===== config.mk =====
export PLATFORM = sky130hd
export DESIGN_NAME = uart_tx_fifo_sb_ctrl
export DESIGN_NICKNAME = d
export VERILOG_FILES = /design/src/rtl/uart_pkg.sv /design/src/rtl/sync_fifo.sv /design/src/rtl/uart_tx_core.sv /design/src/rtl/uart_tx_fifo_sb_ctrl.sv
export SDC_FILE = /design/constraint.sdc
export NUM_CORES = 1
export LEC_CHECK = 0
export ABC_AREA = 1
export CAP_MARGIN = 20
export CORE_UTILIZATION = 50
export DETAILED_ROUTE_END_ITERATION = 12
export PLACE_DENSITY = 0.72
export SETUP_SLACK_MARGIN = 0.4
export SYNTH_ARGS = -nofsm -noshare
export SYNTH_HDL_FRONTEND = slang
export SYNTH_SLANG_ARGS = --single-unit
export TNS_END_PERCENT = 10

===== constraint.sdc =====
create_clock -name clk_i -period 8.05 [get_ports clk_i]
set_clock_uncertainty 0.05 [all_clocks]
set_input_delay 1.61 -clock clk_i [delete_from_list [all_inputs] [get_ports clk_i]]
set_output_delay 1.61 -clock clk_i [all_outputs]
set_load 0.005 [all_outputs]

===== src/rtl/uart_pkg.sv =====
// Shared definitions for the UART peripheral: register offsets, serializer
// state encoding and the frame parity helper.
package uart_pkg;

    localparam logic [31:0] UART_DATA  = 32'h0000_0000;
    localparam logic [31:0] UART_LEVEL = 32'h0000_0004;
    localparam logic [31:0] UART_BUSY  = 32'h0000_0008;
    localparam logic [31:0] UART_DIV   = 32'h0000_000C;
    localparam logic [31:0] UART_PAR   = 32'h0000_0010;
    localparam logic [31:0] UART_STOP  = 32'h0000_0014;
    localparam logic [31:0] UART_DBITS = 32'h0000_0018;
    localparam logic [31:0] UART_IRQ   = 32'h0000_001C;
    localparam logic [31:0] UART_STAT  = 32'h0000_0020;
    localparam logic [31:0] UART_RST   = 32'h0000_0024;

    // Frames carry DATA_BITS_BASE + data_bits payload bits.
    localparam int unsigned DATA_BITS_BASE = 5;
    localparam logic [19:0] MIN_DIV        = 20'd2;

    typedef enum logic [2:0] {IDLE, START, DATA, PARITY, STOP} uart_tx_state_t;

    // Even parity over only the bits that will actually be sent.
    function automatic logic even_parity(input logic [7:0] data, input logic [1:0] data_bits);
        logic [7:0] mask;
        mask = 8'hFF >> (2'd3 - data_bits);
        return ^(data & mask);
    endfunction

endpackage


===== src/rtl/sync_fifo.sv =====
// Single-clock FIFO with first-word fall-through read data and
// extra-MSB pointers for the full/empty distinction.
module sync_fifo #(
    parameter int WIDTH = 8,
    parameter int DEPTH = 8,
    localparam int AW   = $clog2(DEPTH)
) (
    input  logic             clk,
    input  logic             rst_n,
    input  logic             srst,
    input  logic             push,
    input  logic             pop,
    input  logic [WIDTH-1:0] wdata,
    output logic [WIDTH-1:0] rdata,
    output logic             full,
    output logic             empty,
    output logic [AW:0]      level
);

    logic [WIDTH-1:0] mem_r [DEPTH];
    logic [AW:0]      wptr_r;
    logic [AW:0]      rptr_r;
    logic             do_push_s;
    logic             do_pop_s;

    // A pop frees a slot in the same cycle, so a push into a full FIFO is legal then.
    always_comb begin
        do_pop_s  = pop & ~empty;
        do_push_s = push & (~full | do_pop_s);
    end

    // Storage array
    always_ff @(posedge clk) begin
        if (do_push_s) begin
            mem_r[wptr_r[AW-1:0]] <= wdata;
        end
    end

    // Read and write pointers
    always_ff @(posedge clk or negedge rst_n) begin
        if (!rst_n) begin
            wptr_r <= '0;
            rptr_r <= '0;
        end else if (srst) begin
            wptr_r <= '0;
            rptr_r <= '0;
        end else begin
            if (do_push_s) begin
                wptr_r <= wptr_r + (AW+1)'(1);
            end
            if (do_pop_s) begin
                rptr_r <= rptr_r + (AW+1)'(1);
            end
        end
    end

    assign rdata = mem_r[rptr_r[AW-1:0]];
    assign empty = (wptr_r == rptr_r);
    assign full  = (wptr_r[AW] != rptr_r[AW]) && (wptr_r[AW-1:0] == rptr_r[AW-1:0]);
    assign level = wptr_r - rptr_r;

endmodule


===== src/rtl/uart_tx_core.sv =====
// Serializer: start, LSB-first data, optional even parity, 1-2 stop bits.
// Frame configuration is captured when the byte is popped.
module uart_tx_core
    import uart_pkg::*;
(
    input  logic        clk,
    input  logic        rst_n,
    input  logic        srst,
    input  logic        fifo_empty,
    input  logic [7:0]  fifo_rdata,
    input  logic [19:0] divisor,
    input  logic        parity_en,
    input  logic        stopbits,
    input  logic [1:0]  data_bits,
    output logic        fifo_pop,
    output logic        active,
    output logic        tx
);

    uart_tx_state_t state_r;
    logic [19:0]    cnt_r;
    logic [19:0]    div_r;
    logic [7:0]     shift_r;
    logic [2:0]     bit_idx_r;
    logic [2:0]     last_idx_r;
    logic           par_en_r;
    logic           par_bit_r;
    logic           two_stop_r;
    logic           stop_idx_r;
    logic           tx_r;
    logic           active_r;
    logic           bit_end_s;
    logic           frame_end_s;
    logic           load_s;

    // Bit timing and next-byte fetch; a load at frame end gives gapless frames.
    always_comb begin
        bit_end_s   = (cnt_r == div_r - 20'd1);
        frame_end_s = (state_r == STOP) && bit_end_s && (!two_stop_r || stop_idx_r);
        load_s      = !fifo_empty && ((state_r == IDLE) || frame_end_s);
    end

    // Frame sequencer with registered line output
    always_ff @(posedge clk or negedge rst_n) begin
        if (!rst_n) begin
            state_r    <= IDLE;
            cnt_r      <= 20'd0;
            div_r      <= MIN_DIV;
            shift_r    <= 8'd0;
            bit_idx_r  <= 3'd0;
            last_idx_r <= 3'd0;
            par_en_r   <= 1'b0;
            par_bit_r  <= 1'b0;
            two_stop_r <= 1'b0;
            stop_idx_r <= 1'b0;
            tx_r       <= 1'b1;
            active_r   <= 1'b0;
        end else if (srst) begin
            state_r    <= IDLE;
            cnt_r      <= 20'd0;
            div_r      <= MIN_DIV;
            shift_r    <= 8'd0;
            bit_idx_r  <= 3'd0;
            last_idx_r <= 3'd0;
            par_en_r   <= 1'b0;
            par_bit_r  <= 1'b0;
            two_stop_r <= 1'b0;
            stop_idx_r <= 1'b0;
            tx_r       <= 1'b1;
            active_r   <= 1'b0;
        end else if (load_s) begin
            state_r    <= START;
            cnt_r      <= 20'd0;
            div_r      <= divisor;
            shift_r    <= fifo_rdata;
            last_idx_r <= 3'(DATA_BITS_BASE - 1) + {1'b0, data_bits};
            par_en_r   <= parity_en;
            par_bit_r  <= even_parity(fifo_rdata, data_bits);
            two_stop_r <= stopbits;
            tx_r       <= 1'b0;
            active_r   <= 1'b1;
        end else if (state_r == IDLE) begin
            tx_r     <= 1'b1;
            active_r <= 1'b0;
        end else if (!bit_end_s) begin
            cnt_r <= cnt_r + 20'd1;
        end else begin
            cnt_r <= 20'd0;
            case (state_r)
                START: begin
                    state_r   <= DATA;
                    tx_r      <= shift_r[0];
                    shift_r   <= {1'b0, shift_r[7:1]};
                    bit_idx_r <= 3'd0;
                end
                DATA: begin
                    if (bit_idx_r != last_idx_r) begin
                        bit_idx_r <= bit_idx_r + 3'd1;
                        tx_r      <= shift_r[0];
                        shift_r   <= {1'b0, shift_r[7:1]};
                    end else if (par_en_r) begin
                        state_r <= PARITY;
                        tx_r    <= par_bit_r;
                    end else begin
                        state_r    <= STOP;
                        tx_r       <= 1'b1;
                        stop_idx_r <= 1'b0;
                    end
                end
                PARITY: begin
                    state_r    <= STOP;
                    tx_r       <= 1'b1;
                    stop_idx_r <= 1'b0;
                end
                STOP: begin
                    if (two_stop_r && !stop_idx_r) begin
                        stop_idx_r <= 1'b1;
                    end else begin
                        state_r  <= IDLE;
                        tx_r     <= 1'b1;
                        active_r <= 1'b0;
                    end
                end
                default: begin
                    state_r  <= IDLE;
                    tx_r     <= 1'b1;
                    active_r <= 1'b0;
                end
            endcase
        end
    end

    assign fifo_pop = load_s;
    assign active   = active_r;
    assign tx       = tx_r;

endmodule


===== src/rtl/uart_tx_fifo_sb_ctrl.sv =====
// System-bus UART transmitter: register file, bus decode, soft reset,
// TX FIFO and serializer.
module uart_tx_fifo_sb_ctrl
    import uart_pkg::*;
#(
    parameter int CLK_FREQ   = 10_000_000,
    parameter int FIFO_DEPTH = 8,
    parameter int DEF_BAUD   = 9600
) (
    input  logic        clk_i,
    input  logic        rstn_i,
    input  logic [31:0] addr_i,
    input  logic        req_i,
    input  logic        write_enable_i,
    input  logic [31:0] write_data_i,
    output logic [31:0] read_data_o,
    output logic        irq_o,
    output logic        tx_o
);

    localparam int          LW      = $clog2(FIFO_DEPTH) + 1;
    localparam logic [19:0] DEF_DIV = 20'(CLK_FREQ / DEF_BAUD);

    logic          wr_s, rd_s, busy_s, cfg_we_s, push_req_s, ovf_set_s;
    logic          fifo_pop_s, fifo_full_s, fifo_empty_s, core_active_s;
    logic [LW-1:0] fifo_level_s;
    logic [7:0]    fifo_rdata_s;
    logic [31:0]   rdata_s;
    logic          unused_s;
    logic [19:0]   divisor_r;
    logic          parity_en_r, stopbits_r, irq_en_r, overflow_r, srst_r;
    logic [1:0]    data_bits_r;
    logic [5:0]    threshold_r;
    logic [31:0]   read_data_r;

    // Bus decode; configuration that shapes frames is frozen while busy.
    always_comb begin
        wr_s       = req_i & write_enable_i;
        rd_s       = req_i & ~write_enable_i;
        busy_s     = core_active_s | ~fifo_empty_s;
        cfg_we_s   = wr_s & ~busy_s;
        push_req_s = wr_s & (addr_i == UART_DATA);
        ovf_set_s  = push_req_s & fifo_full_s & ~fifo_pop_s;
        unused_s   = ^write_data_i[31:20];
    end

    // Read multiplexer
    always_comb begin
        rdata_s = 32'd0;
        case (addr_i)
            UART_LEVEL: rdata_s = 32'(fifo_level_s);
            UART_BUSY:  rdata_s = {31'd0, busy_s};
            UART_DIV:   rdata_s = {12'd0, divisor_r};
            UART_PAR:   rdata_s = {31'd0, parity_en_r};
            UART_STOP:  rdata_s = {31'd0, stopbits_r};
            UART_DBITS: rdata_s = {30'd0, data_bits_r};
            UART_IRQ:   rdata_s = {18'd0, threshold_r, 7'd0, irq_en_r};
            UART_STAT:  rdata_s = {29'd0, fifo_full_s, fifo_empty_s, overflow_r};
            default:    rdata_s = 32'd0;
        endcase
    end

    // Configuration and status registers
    always_ff @(posedge clk_i or negedge rstn_i) begin
        if (!rstn_i) begin
            divisor_r   <= DEF_DIV;
            parity_en_r <= 1'b1;
            stopbits_r  <= 1'b0;
            data_bits_r <= 2'd3;
            irq_en_r    <= 1'b0;
            threshold_r <= 6'd0;
            overflow_r  <= 1'b0;
        end else if (srst_r) begin
            divisor_r   <= DEF_DIV;
            parity_en_r <= 1'b1;
            stopbits_r  <= 1'b0;
            data_bits_r <= 2'd3;
            irq_en_r    <= 1'b0;
            threshold_r <= 6'd0;
            overflow_r  <= 1'b0;
        end else begin
            if (cfg_we_s && (addr_i == UART_DIV)) begin
                divisor_r <= (write_data_i[19:0] < MIN_DIV) ? MIN_DIV : write_data_i[19:0];
            end
            if (cfg_we_s && (addr_i == UART_PAR)) begin
                parity_en_r <= write_data_i[0];
            end
            if (cfg_we_s && (addr_i == UART_STOP)) begin
                stopbits_r <= write_data_i[0];
            end
            if (cfg_we_s && (addr_i == UART_DBITS)) begin
                data_bits_r <= write_data_i[1:0];
            end
            if (wr_s && (addr_i == UART_IRQ)) begin
                irq_en_r    <= write_data_i[0];
                threshold_r <= write_data_i[13:8];
            end
            if (wr_s && (addr_i == UART_STAT)) begin
                overflow_r <= 1'b0;
            end else if (ovf_set_s) begin
                overflow_r <= 1'b1;
            end
        end
    end

    // Soft-reset pulse and read data; read data survives the soft reset.
    always_ff @(posedge clk_i or negedge rstn_i) begin
        if (!rstn_i) begin
            srst_r      <= 1'b0;
            read_data_r <= 32'd0;
        end else begin
            srst_r <= wr_s && (addr_i == UART_RST) && write_data_i[0];
            if (rd_s) begin
                read_data_r <= rdata_s;
            end
        end
    end

    sync_fifo #(
        .WIDTH (8),
        .DEPTH (FIFO_DEPTH)
    ) u_fifo (
        .clk   (clk_i),
        .rst_n (rstn_i),
        .srst  (srst_r),
        .push  (push_req_s),
        .pop   (fifo_pop_s),
        .wdata (write_data_i[7:0]),
        .rdata (fifo_rdata_s),
        .full  (fifo_full_s),
        .empty (fifo_empty_s),
        .level (fifo_level_s)
    );

    uart_tx_core u_core (
        .clk        (clk_i),
        .rst_n      (rstn_i),
        .srst       (srst_r),
        .fifo_empty (fifo_empty_s),
        .fifo_rdata (fifo_rdata_s),
        .divisor    (divisor_r),
        .parity_en  (parity_en_r),
        .stopbits   (stopbits_r),
        .data_bits  (data_bits_r),
        .fifo_pop   (fifo_pop_s),
        .active     (core_active_s),
        .tx         (tx_o)
    );

    assign read_data_o = read_data_r;
    assign irq_o       = irq_en_r & (32'(fifo_level_s) <= 32'(threshold_r));

endmodule


After elaboration in Yosys (flattened, before gate mapping)
Memory sizes are Yosys's and may differ from the RTL's. Index checks and enable logic that the tools add are counted.

Word-level logic and storage cells: 204. Register bits: 136. Output and inout bits: 34. Bits in latches: 0. Input bits: 68. Bits in writable memories: 64. ROM bits: 0. Memories: 1.

Memories: u_fifo.mem_r (words 8, width 8, rd ports 1, clocked after memory_dff 0, wr ports 1, line sync_fifo.sv:20) `logic [WIDTH-1:0] mem_r [DEPTH];`.

Reduce and logical (&&, ||, !) cells: 43. $lt $le $gt $ge: 2. Bitwise operators: 17. Add/sub/neg operators: 8. Multipliers: 0. Eq/ne operators: 30. Div/mod/pow operators: 0. Multiplexer cells: 79. Shift-type cells: 1.

Operator list (number): $mux 20 (9); $pmux 20 s8 (1); $eq 32x5->1 const B (4); $eq 32x4->1 const B (2); $eq 32x6->1 const B (2); $mux 3 (14); $mux 8 (5); $mux 1 (36); $eq 32x3->1 const B (1); $logic_not 32->1 (1); $add 20x1->20 const B (1); $eq 20x20->1 (1); $lt 20x2->1 const B (1); $sub 20x1->20 const B (1); $reduce_bool 2->1 (9); $mux 4 (4); $pmux 8 s2 (1); $logic_and 1x1->1 (13); $mux 6 (2); $ne 3x3->1 const B (4); $pmux 3 s4 (1); $reduce_bool 4->1 (3); $and 1x1->1 (9); $reduce_bool 3->1 (3); other kinds (38) (52).

Logic depth before layout (Yosys ltp)
Gate-level depths: netlist of run 1.

Depth after elaboration: 11. Mapped depth: 20. Mapped depth without buffers: 19.

Cells and area by module
From an unflattened synthesis of run 1, not the netlist that was laid out.

Cell total of the unflattened synthesis: 1253. Area, all modules: 10256.1 µm².

Modules (own cells, without submodules): uart_tx_core (cells each 552, times used 1, area an instance 3971.3 µm², seq. area each 1579.0 µm²); sync_fifo (cells each 293, times used 1, area an instance 3218.1 µm², seq. area each 2122.0 µm²); uart_tx_fifo_sb_ctrl (cells each 408, times used 1, area an instance 3066.7 µm², seq. area each 1333.8 µm²).

Worst setup path before layout of run 1
OpenSTA, ideal clock, no wires.

Path kind: register to output. Start: register u_fifo.rptr_r[2]. End: output irq_o. Stages on the path, launching flop included: 12. Data required time: 6.390 ns. Buffers on the path: 1. Arrival: 2.147 ns. Setup slack: 4.243 ns. Cell sequence: dfrtp_1 > inv_1 > clkbuf_1 > ha_1 > a21oi_1 > o21ai_0 > xor2_1 > inv_1 > ha_1 > a21oi_1 > o21ai_0 > a41oi_1.

Word-level cells in the longest chain between the ends: 3.

Ends and longest elaborated chain: from (decl) (line sync_fifo.sv:22) `logic [AW:0] rptr_r;`; from (signal assigned) (line sync_fifo.sv:52) `rptr_r <= rptr_r + (AW+1)'(1);`; $sub 4x4->4 (line sync_fifo.sv:60) `assign level = wptr_r - rptr_r;`; $le 4x6->1 (line uart_tx_fifo_sb_ctrl.sv:151) `assign irq_o = irq_en_r & (32'(fifo_level_s) <= 32'(threshold_r));`; $and 1x1->1 (line uart_tx_fifo_sb_ctrl.sv:151); to (decl) (line uart_tx_fifo_sb_ctrl.sv:17) `output logic irq_o,`.

No other way between the ends.

Worst setup path in the final report of run 1
Same ends and word-level chain as after synthesis.

==> results, run 1 <==
- The synthesized netlist occupies a cell area of 9922 sq um.
- Of all nets on the critical path, the largest fanout is 12.
- For this block, the via count after detailed routing is 8314.
- After the first detailed-routing iteration, the DRC count stood at 790.
- The finished cells cover 11510 sq um.
- The cell-internal power is 0.001481 W.
- The tool flagged a number of max-cap violations equal to 0.
- Measured against its own limit, the worst slew margin works out to 38.99%.
- The count of unresolved DRC violations after routing is 0.
- The logic gate share of total power is 4.5%.
- The pre-antenna-repair detailed-routing pass consisted of 8 iterations.
- The total area inside the core boundary comes to 19460 sq um.
- The final-report setup violation count is 0.
- The nature of the critical path startpoint is a flop.
- The initialized floorplan defines 51 standard-cell rows.
- The worst setup path is captured at an output port.
- Clock tree synthesis selected as its root buffer the cell sky130_fd_sc_hd__clkbuf_16.
- The via count of the first global-routing pass was 7771.
- TritonCTS built the clock tree.
- The first global-routing pass estimated 39960 um of wire.
- The die is 142.9 um wide.
- The analysis attributes to cell leakage a power of 5.315 nW.
- The share of the clock period used by the worst path is 67.46%.
- The congestion estimate from routability-driven global placement came to 0.9025.
- The source-to-sink clock delay at the later pin of the worst-skew pair is 0.45 ns.
- In the final routed layout, each cell accounts on average for 15.89 um.
- The post-CTS clock slew at the launch and capture registers of the worst setup and hold paths is 0.08 ns.
- In the final design database the tool counted 1343 nets.
- Traced cell by cell, the critical path runs through inv_1 > ha_1 > nand2_1 > o21ai_0 > xor2_1 > inv_1 > ha_1 > a21oi_1 > o21ai_0 > a41oi_1 > clkdlybuf4s50_1.
- The area growth from synthesis to layout is 16.03%.
- Entering global routing, the biggest net connects 73 pins.
- The count of boundary I/O pins is 102.
- The flow ran to the end, and the final reports show no timing, DRC or antenna violations.
- The pre-CTS worst setup slack is 3.191 ns.
- The worst register-to-register path ends at u_fifo.mem_r[4][6]$_DFFE_PP_.
- The worst register-to-register path has a depth of 16.
- The final-report hold violation count is 0.
- The H-tree generated during clock tree synthesis spans 4 levels.
- The endpoint of the worst hold path is irq_en_r$_DFFE_PN0P_.
- The number of nets with antenna violations after routing is 0.
- The cell area after placement is 10870 sq um.
- STA puts the critical path data required time at 6.39 ns.
- The Yosys step of the flow raised 0 warnings.
- Across the VDD grid, the largest voltage drop is 0.1416 mV.
- The number of pins exceeding their max-slew limit in the final report is 0.
- For this run, the top clock speed supported by timing is 184.1 MHz.
- The number of instances in the synthesized netlist is 1199.
- The overall fraction of global-route tracks in use is 25.67%.
- The worst hold path begins at irq_en_r$_DFFE_PN0P_.
- Hold repair after CTS inserted 0 buffers.
- The signal arrival time at the worst endpoint is 3.77 ns.
- The final-layout setup total negative slack is 0 ns.
- Dividing the synthesized area by the synthesized cell count gives 8.275 sq um.
- The proportion of synthesized flip-flops having asynchronous set or reset is 65.96%.
- Power spread over the standard cell area amounts to 173.9 nW/um^2.
- The register bit count reported by yosys is 188.
- In the post-route analysis, the smallest setup slack over all paths is 2.619 ns.
- Global routing finished with a remaining overflow of 0.
- In this run, synthesis inferred 64 flip-flops with an integrated enable.
- The area of the die is 20410 sq um.
- The initial antenna violation count is 0.
- The clock network burns 45.4% of the power.
- The die is 142.9 um tall.
- Setup repair after global routing left no endpoint under its margin.
- The launch instance of the worst register-to-register path is u_core.div_r[0]$_DFFE_PN0P_.
- The maximum single-stage delay on the critical path is 0.60 ns.
- The fraction of layout cells with a size suffix above 1 is 5.490%.
- The worst-case clock buffer depth is 2.
- Buffers placed on the I/O ports in this run total 77.
- The net switching power of the design is 0.0005210 W.
- The total clock sinks is 188.
- Clock tree synthesis inserted a total of 17 buffers.
- The minimum clock period is 5.431 ns.
- The switching share of power is 26.03%.
- The path class of the tightest hold or removal check is reg2reg.
- Once the floorplan was initialized, standard cells occupied 50.98% of the core.
- Along the worst hold path, the cell count comes to 2.
- The cell with the biggest individual delay on the critical path is sky130_fd_sc_hd__dfrtp_1.
- The detailed-route wire length is 24480 um.
- The synthesized netlist contains 44 unique library cells.
- Once the clock tree was built, the setup fixing pass inserted 0 buffers.
- The register-to-register setup slack is 4.16 ns.
- After filler insertion, the fill cell instance count of the layout stands at 1731.
- By startpoint and endpoint, the worst setup path is classified as reg2out.
- The share of the Yosys chip area taken by registers is 50.74%.
- The post-cts repair resize count is 0.
- Dividing the detail-routed via count by the number of cells gives 5.399.
- At the pin with the least slew margin, the transition time is 0.9129 ns.
- The proportion of power drawn by flip-flops and latches is 50.2%.
- The repair_antennas step left the layout with diodes totalling 0.
- The most used flip-flop cell after synthesis is sky130_fd_sc_hd__dfrtp_1.
- Detailed placement finished with a half-perimeter wire length of 17240 um.
[final cells by class]
type,count,area [sq um],area share (%)
Timing Repair Buffer,84,840.8,7.304
Tap cell,265,331.6,2.880
Inverter,146,548.0,4.760
Sequential cell,188,5035,43.73
Clock buffer,17,425.4,3.695
Multi-Input combinational cell,825,4110,35.70
Clock inverter,15,221.5,1.924
[flip-flops by register name, summed over array words and instances, names as in the netlist, 2 cells and up]
register / flops
data_bits_r: 2
divisor_r: 20
read_data_o: 20
threshold_r: 6
u_core.bit_idx_r: 3
u_core.cnt_r: 20
u_core.div_r: 20
u_core.last_idx_r: 3
u_core.shift_r: 8
u_core.state_r: 3
u_fifo.mem_r: 64
u_fifo.rptr_r: 4
u_fifo.wptr_r: 4
[synth_stat cells (6+ instances only)]
cell type	number	area, sq um
sky130_fd_sc_hd__a21oi_1	14	70.07
sky130_fd_sc_hd__xor2_1	28	245.2
sky130_fd_sc_hd__nor2_2	8	50.05
sky130_fd_sc_hd__inv_1	142	533.0
sky130_fd_sc_hd__o22ai_1	36	225.2
sky130_fd_sc_hd__clkbuf_1	24	90.09
sky130_fd_sc_hd__ha_1	12	150.1
sky130_fd_sc_hd__o21ai_1	20	100.1
sky130_fd_sc_hd__o31ai_1	10	75.07
sky130_fd_sc_hd__nor4_1	6	37.54
sky130_fd_sc_hd__buf_2	6	30.03
sky130_fd_sc_hd__nand4_1	38	237.7
sky130_fd_sc_hd__nand3_1	91	455.4
sky130_fd_sc_hd__dfstp_2	8	210.2
sky130_fd_sc_hd__edfxtp_1	64	1922
sky130_fd_sc_hd__dfrtp_1	116	2903
sky130_fd_sc_hd__xnor2_1	11	96.34
sky130_fd_sc_hd__nand2_1	253	949.7
sky130_fd_sc_hd__nor2_1	145	544.3
sky130_fd_sc_hd__nor3_1	20	100.1
sky130_fd_sc_hd__o21ai_0	87	435.4
sky130_fd_sc_hd__buf_4	15	112.6
[through the flow]
| step | hold slack, ns | power (W) | util, % | instances |
|---|---|---|---|---|
| 5_1_grt | 0.4513 | 0.002057 | 59.15 | 1540 |
| 2_1_floorplan | 0.3919 | 0.001060 | - | 1210 |
| 4_1_cts | 0.4322 | 0.002013 | 59.15 | 1540 |
| 3_3_place_gp | 0.4090 | 0.001111 | 55.69 | 1507 |
| 3_5_place_dp | 0.4128 | 0.001114 | 55.83 | 1508 |
| 6_report | 0.4274 | 0.002002 | 59.15 | 1540 |
[power groups by stage]
stage / clock network [W] / logic [W] / registers (W)
after global routing: 0.000952 / 0.000100 / 0.00100
after floorplan: 0 / 0.0000372 / 0.00102
final: 0.000908 / 0.0000893 / 0.00100
after global placement: 0 / 0.0000869 / 0.00102
after CTS: 0.000918 / 0.0000904 / 0.00100
after detailed placement: 0 / 0.0000902 / 0.00102
[cell usage in the layout (no fill, tap or decap), types with 14 or more instances in the layout]
cell | Yosys | final
sky130_fd_sc_hd__nor2_1 | 145 | 145
sky130_fd_sc_hd__o22ai_1 | 36 | 36
sky130_fd_sc_hd__nor3_1 | 20 | 20
sky130_fd_sc_hd__nand2_1 | 253 | 253
sky130_fd_sc_hd__nand3_1 | 91 | 91
sky130_fd_sc_hd__dfrtp_1 | 116 | 116
sky130_fd_sc_hd__a21oi_1 | 14 | 14
sky130_fd_sc_hd__inv_1 | 142 | 142
sky130_fd_sc_hd__o21ai_0 | 87 | 87
sky130_fd_sc_hd__edfxtp_1 | 64 | 64
sky130_fd_sc_hd__xor2_1 | 28 | 28
sky130_fd_sc_hd__o21ai_1 | 20 | 20
sky130_fd_sc_hd__nand4_1 | 38 | 38
sky130_fd_sc_hd__clkbuf_16 | 0 | 17
sky130_fd_sc_hd__clkdlybuf4s50_1 | 0 | 76
[cells by family after synthesis]
| kind of cell | after synthesis | share of synthesized area (%) |
|---|---|---|
| AND/OR/NAND/NOR | 583 | 25.78 |
| AO/OA/AOI/OAI | 178 | 10.04 |
| XOR/XNOR | 39 | 3.443 |
| flip-flops | 188 | 50.74 |
| adder cells (fa/ha/maj) | 13 | 1.715 |
| buffers and inverters | 197 | 8.247 |
| other | 1 | 0.03779 |
[critical path, delay by kind of cell (launching register included)]
family,cells,cell delay (ns)
compound gates,4,0.70
xor+xnor,1,0.26
fa+ha+maj,2,0.76
buf+inv,3,0.93
flops,1,0.60
simple gates,1,0.07
[metal layers]
metal	GRT usage, %	up-vias	part of all wire (%)	wire, um
li1	-	4097	-	-
met2	41.56	246	47	11590
met4	9.111	0	2.3	564
met5	0	-	0	0
met1	34.85	3932	46	11170
met3	4.259	39	4.7	1147
[how the worst max path moves through the flow]
stage	to	from	slack [ns]	depth (start not counted)
2_1_floorplan	irq_o	u_fifo.rptr_r[2]$_DFFE_PN0P_	4.24	11
3_3_place_gp	irq_o	u_fifo.rptr_r[1]$_DFFE_PN0P_	3.21	12
3_5_place_dp	irq_o	u_fifo.rptr_r[2]$_DFFE_PN0P_	3.19	11
4_1_cts	irq_o	u_fifo.rptr_r[2]$_DFFE_PN0P_	2.68	11
5_1_grt	irq_o	u_fifo.rptr_r[2]$_DFFE_PN0P_	2.40	11
6_report	irq_o	u_fifo.rptr_r[2]$_DFFE_PN0P_	2.62	11
Note: power is estimated with default switching activity, not from simulation.
==> run 2, diff against run 1 <==
- clock period: 8.05 -> 5.2 ns (I/O delays scaled with it)
==> results, run 2 (synthesis gave the netlist of run 1 again) <==
- The fraction of layout cells with a size suffix above 1 is 6.162% (+0.67 points).
- The signal on the critical path passes through clkinvlp_4 > ha_1 > nand2_1 > o21ai_0 > xor2_1 > inv_1 > ha_1 > a21oi_1 > o21ai_0 > a41oi_1 > clkdlybuf4s50_1.
- The launch instance of the worst register-to-register path is u_core.div_r[0]$_DFFE_PN0P_.
- The count of boundary I/O pins is 102 (unchanged).
- The total clock sinks is 188 (unchanged).
- The leakage power total is 5.332 nW (+0.31%).
- The global-route congestion overflow total is 0 (unchanged).
- The number of nets with antenna violations after routing is 0 (unchanged).
- The detailed-route wire length was 24830 um (+1.4%).
- The final HPWL from detailed placement is 17490 um (+1.4%).
- The count of buffers from port buffering is 77 (unchanged).
- The source-to-sink clock delay at the later pin of the worst-skew pair came to 0.44 ns (about the same).
- The number of pins exceeding their max-slew limit in the final report was 0 (unchanged).
- The total of max-cap violations is 0 (unchanged).
- The signal arrival time at the worst endpoint is 3.44 ns (-0.33 ns).
- The number of cells on the worst hold path was 2 (unchanged).
- The post-CTS clock slew at the launch and capture registers of the worst setup and hold paths was 0.08 ns (about the same).
- The count of hold buffers inserted by post-cts repair is 0 (unchanged).
- TritonCTS built the clock tree.
- The transition at the pin with the smallest max-transition slack is 0.9199 ns (+0.006956 ns).
- The most common cell after layout, fill and taps aside is sky130_fd_sc_hd__nand2_1.
- The H-tree depth reported by CTS came to 4 (unchanged).
- The count of unresolved DRC violations after routing is 0 (unchanged).
- The via count is 8482 (+2.0%).
- The final-layout worst hold slack is 0.4263 ns (-0.001130 ns).
- The required time at the endpoint of the critical path is 4.11 ns (-2.28 ns).
- The hold path startpoint is irq_en_r$_DFFE_PN0P_.
- STA classifies the critical path startpoint as a flop.
- The largest vdd supply drop is 0.2212 mV (+56%).
- Setup repair after global routing left no endpoint under its margin.
- The largest net degree at the start of global routing is 56 (-23%).
- The antenna diode count is 0 (unchanged).
- The overall fraction of global-route tracks in use came to 25.63% (-0.042 points).
- The largest fanout on the critical path was 12 (unchanged).
- The final-report setup violation count was 0 (unchanged).
- The detailed-route vias per instance came to 5.483 (+1.6%).
- The path class of the tightest hold or removal check is reg2reg.
- The starting density of the core came to 50.98% (unchanged).
- The worst-case clock buffer depth is 2 (unchanged).
- The final-layout fill cell count is 1703 (-1.6%).
- The final weighted congestion in routability-driven placement came to 0.9194 (+1.9%).
- The iteration-0 DRC count of the detailed router was 707 (-11%).
- The worst path uses 87.14% of the clock period.
- The final-report hold violation count is 0 (unchanged).
- The top cell types in the final layout, fill and taps aside, are 253 x sky130_fd_sc_hd__nand2_1, 145 x sky130_fd_sc_hd__nor2_1, 141 x sky130_fd_sc_hd__inv_1, 115 x sky130_fd_sc_hd__dfrtp_1, 91 x sky130_fd_sc_hd__nand3_1.
- The worst reg-to-reg path cell count came to 16 (unchanged).
- The net total in the final layout is 1350 (+0.52%).
- The endpoint of the worst hold path is irq_en_r$_DFFE_PN0P_.
- The per-cell routed wire length is 16.05 um (+0.98%).
- The critical path is of the reg2out type.
- The cell with the biggest individual delay on the critical path is sky130_fd_sc_hd__clkdlybuf4s50_1.
- The final-layout setup total negative slack is 0 ns (unchanged).
- In this run the critical register-to-register path is captured at u_fifo.mem_r[4][7]$_DFFE_PP_.
- The detailed-router iteration count before antenna repair was 6 (-2).
- The number of buffers created by CTS is 17 (unchanged).
- The number of flip-flops in the largest register is 64 (unchanged).
- The relative slew slack is 38.61% (-0.38 points).
- The global-route wire length before repair is 40160 um (+0.50%).
- The via count of the first global-routing pass was 7885 (+1.5%).
- The power per standard cell area is 263.1 nW/um^2 (+51%).
- The register-to-register setup slack is 1.57 ns (-2.59 ns).
- The floorplan die height is 142.9 um (unchanged).
- The area growth from synthesis to layout is 16.34%.
- The horizontal extent of the die was 142.9 um (unchanged).
- The smallest clock period supported by the final layout is computed as 4.531 ns.
- The run finished with clean final reports.
- The tree is rooted in a sky130_fd_sc_hd__clkbuf_16.
- The maximum single-stage delay on the critical path came to 0.55 ns (-0.05 ns).
- The worst setup path is captured at an output port.
- The area of the die is 20410 sq um (unchanged).
- The placeable core region is 19460 sq um (unchanged).
- The placement row count is 51 (unchanged).
- The initial antenna violation count was 0 (unchanged).
- The highest clock rate is 220.7 MHz.
==> run 2: cell count changes in the layout (fill, tap and decap cells not counted) <==
| cell | previous run | this run |
|---|---|---|
| sky130_fd_sc_hd__buf_4 | 7 | 14 |
| sky130_fd_sc_hd__inv_12 | 8 | 2 |
| sky130_fd_sc_hd__clkinv_8 | 3 | 5 |
| sky130_fd_sc_hd__clkinvlp_4 | 0 | 2 |
| sky130_fd_sc_hd__inv_8 | 3 | 5 |
| sky130_fd_sc_hd__clkinv_4 | 0 | 1 |
| sky130_fd_sc_hd__dfrtp_1 | 116 | 115 |
| sky130_fd_sc_hd__dfrtp_2 | 0 | 1 |
| sky130_fd_sc_hd__inv_1 | 142 | 141 |
==> run 2: critical path, delay by kind of cell (launching register included) <==
kind,cells,cell delay (ns)
compound gates,4,0.66
xor+xnor,1,0.27
fa+ha+maj,2,0.69
buf+inv,3,0.82
flops,1,0.51
simple gates,1,0.07
==> run 2: timing repair <==
action                     4_1_cts  5_1_grt
setup buffers                    0        3
setup endpoints to repair        0        1
gates resized for setup          0        2
==> run 2: worst max path at each step <==
stage | slack (ns) | endpoint | startpoint
after floorplan | 1.96 | irq_o | u_fifo.rptr_r[2]$_DFFE_PN0P_
after global placement | 0.99 | irq_o | u_fifo.rptr_r[2]$_DFFE_PN0P_
after detailed placement | 0.99 | irq_o | u_fifo.rptr_r[2]$_DFFE_PN0P_
after CTS | 0.50 | irq_o | u_fifo.rptr_r[2]$_DFFE_PN0P_
after global routing | 0.40 | irq_o | u_fifo.rptr_r[2]$_DFFE_PN0P_
final | 0.67 | irq_o | u_fifo.rptr_r[2]$_DFFE_PN0P_
==> run 2: layer usage <==
| metal | GRT usage (%) | wire length, um | up-vias |
|---|---|---|---|
| li1 | - | - | 4114 |
| met1 | 35.02 | 11100 | 4018 |
| met2 | 42.65 | 11910 | 314 |
| met3 | 4.661 | 1505 | 36 |
| met4 | 5.320 | 316 | 0 |
| met5 | 0 | 0 | - |
==> run 2: area by class of cell <==
cell class	instances	area, sq um	share of cell area (%)
flip-flops and latches	188	5036	43.63
multi-input cells	825	4110	35.61
repair buffers	91	893.4	7.739
inverters	146	551.8	4.780
clock buffers	17	425.4	3.685
well taps	265	331.6	2.872
clock inverters	15	195.2	1.691
==> run 2: metrics by stage <==
stage,std cells,instance area [sq um],util (%),worst slack (ns),power [W]
floorplan,1210,9963,-,1.963,0.001640
global placement,1511,10870,55.84,0.9870,0.001721
detailed placement,1511,10870,55.84,0.9893,0.001724
CTS,1543,11490,59.03,0.4994,0.003046
global route,1547,11540,59.31,0.3978,0.003128
finish,1547,11540,59.31,0.6685,0.003037
==> run 2: where the power goes <==
part	internal [W]	total (W)	leakage (nW)	switching [W]
registers	0.00154	0.00155	2.19	0.00000942
logic	0.0000623	0.000140	2.84	0.0000775
clock network	0.000664	0.00134	0.298	0.000679
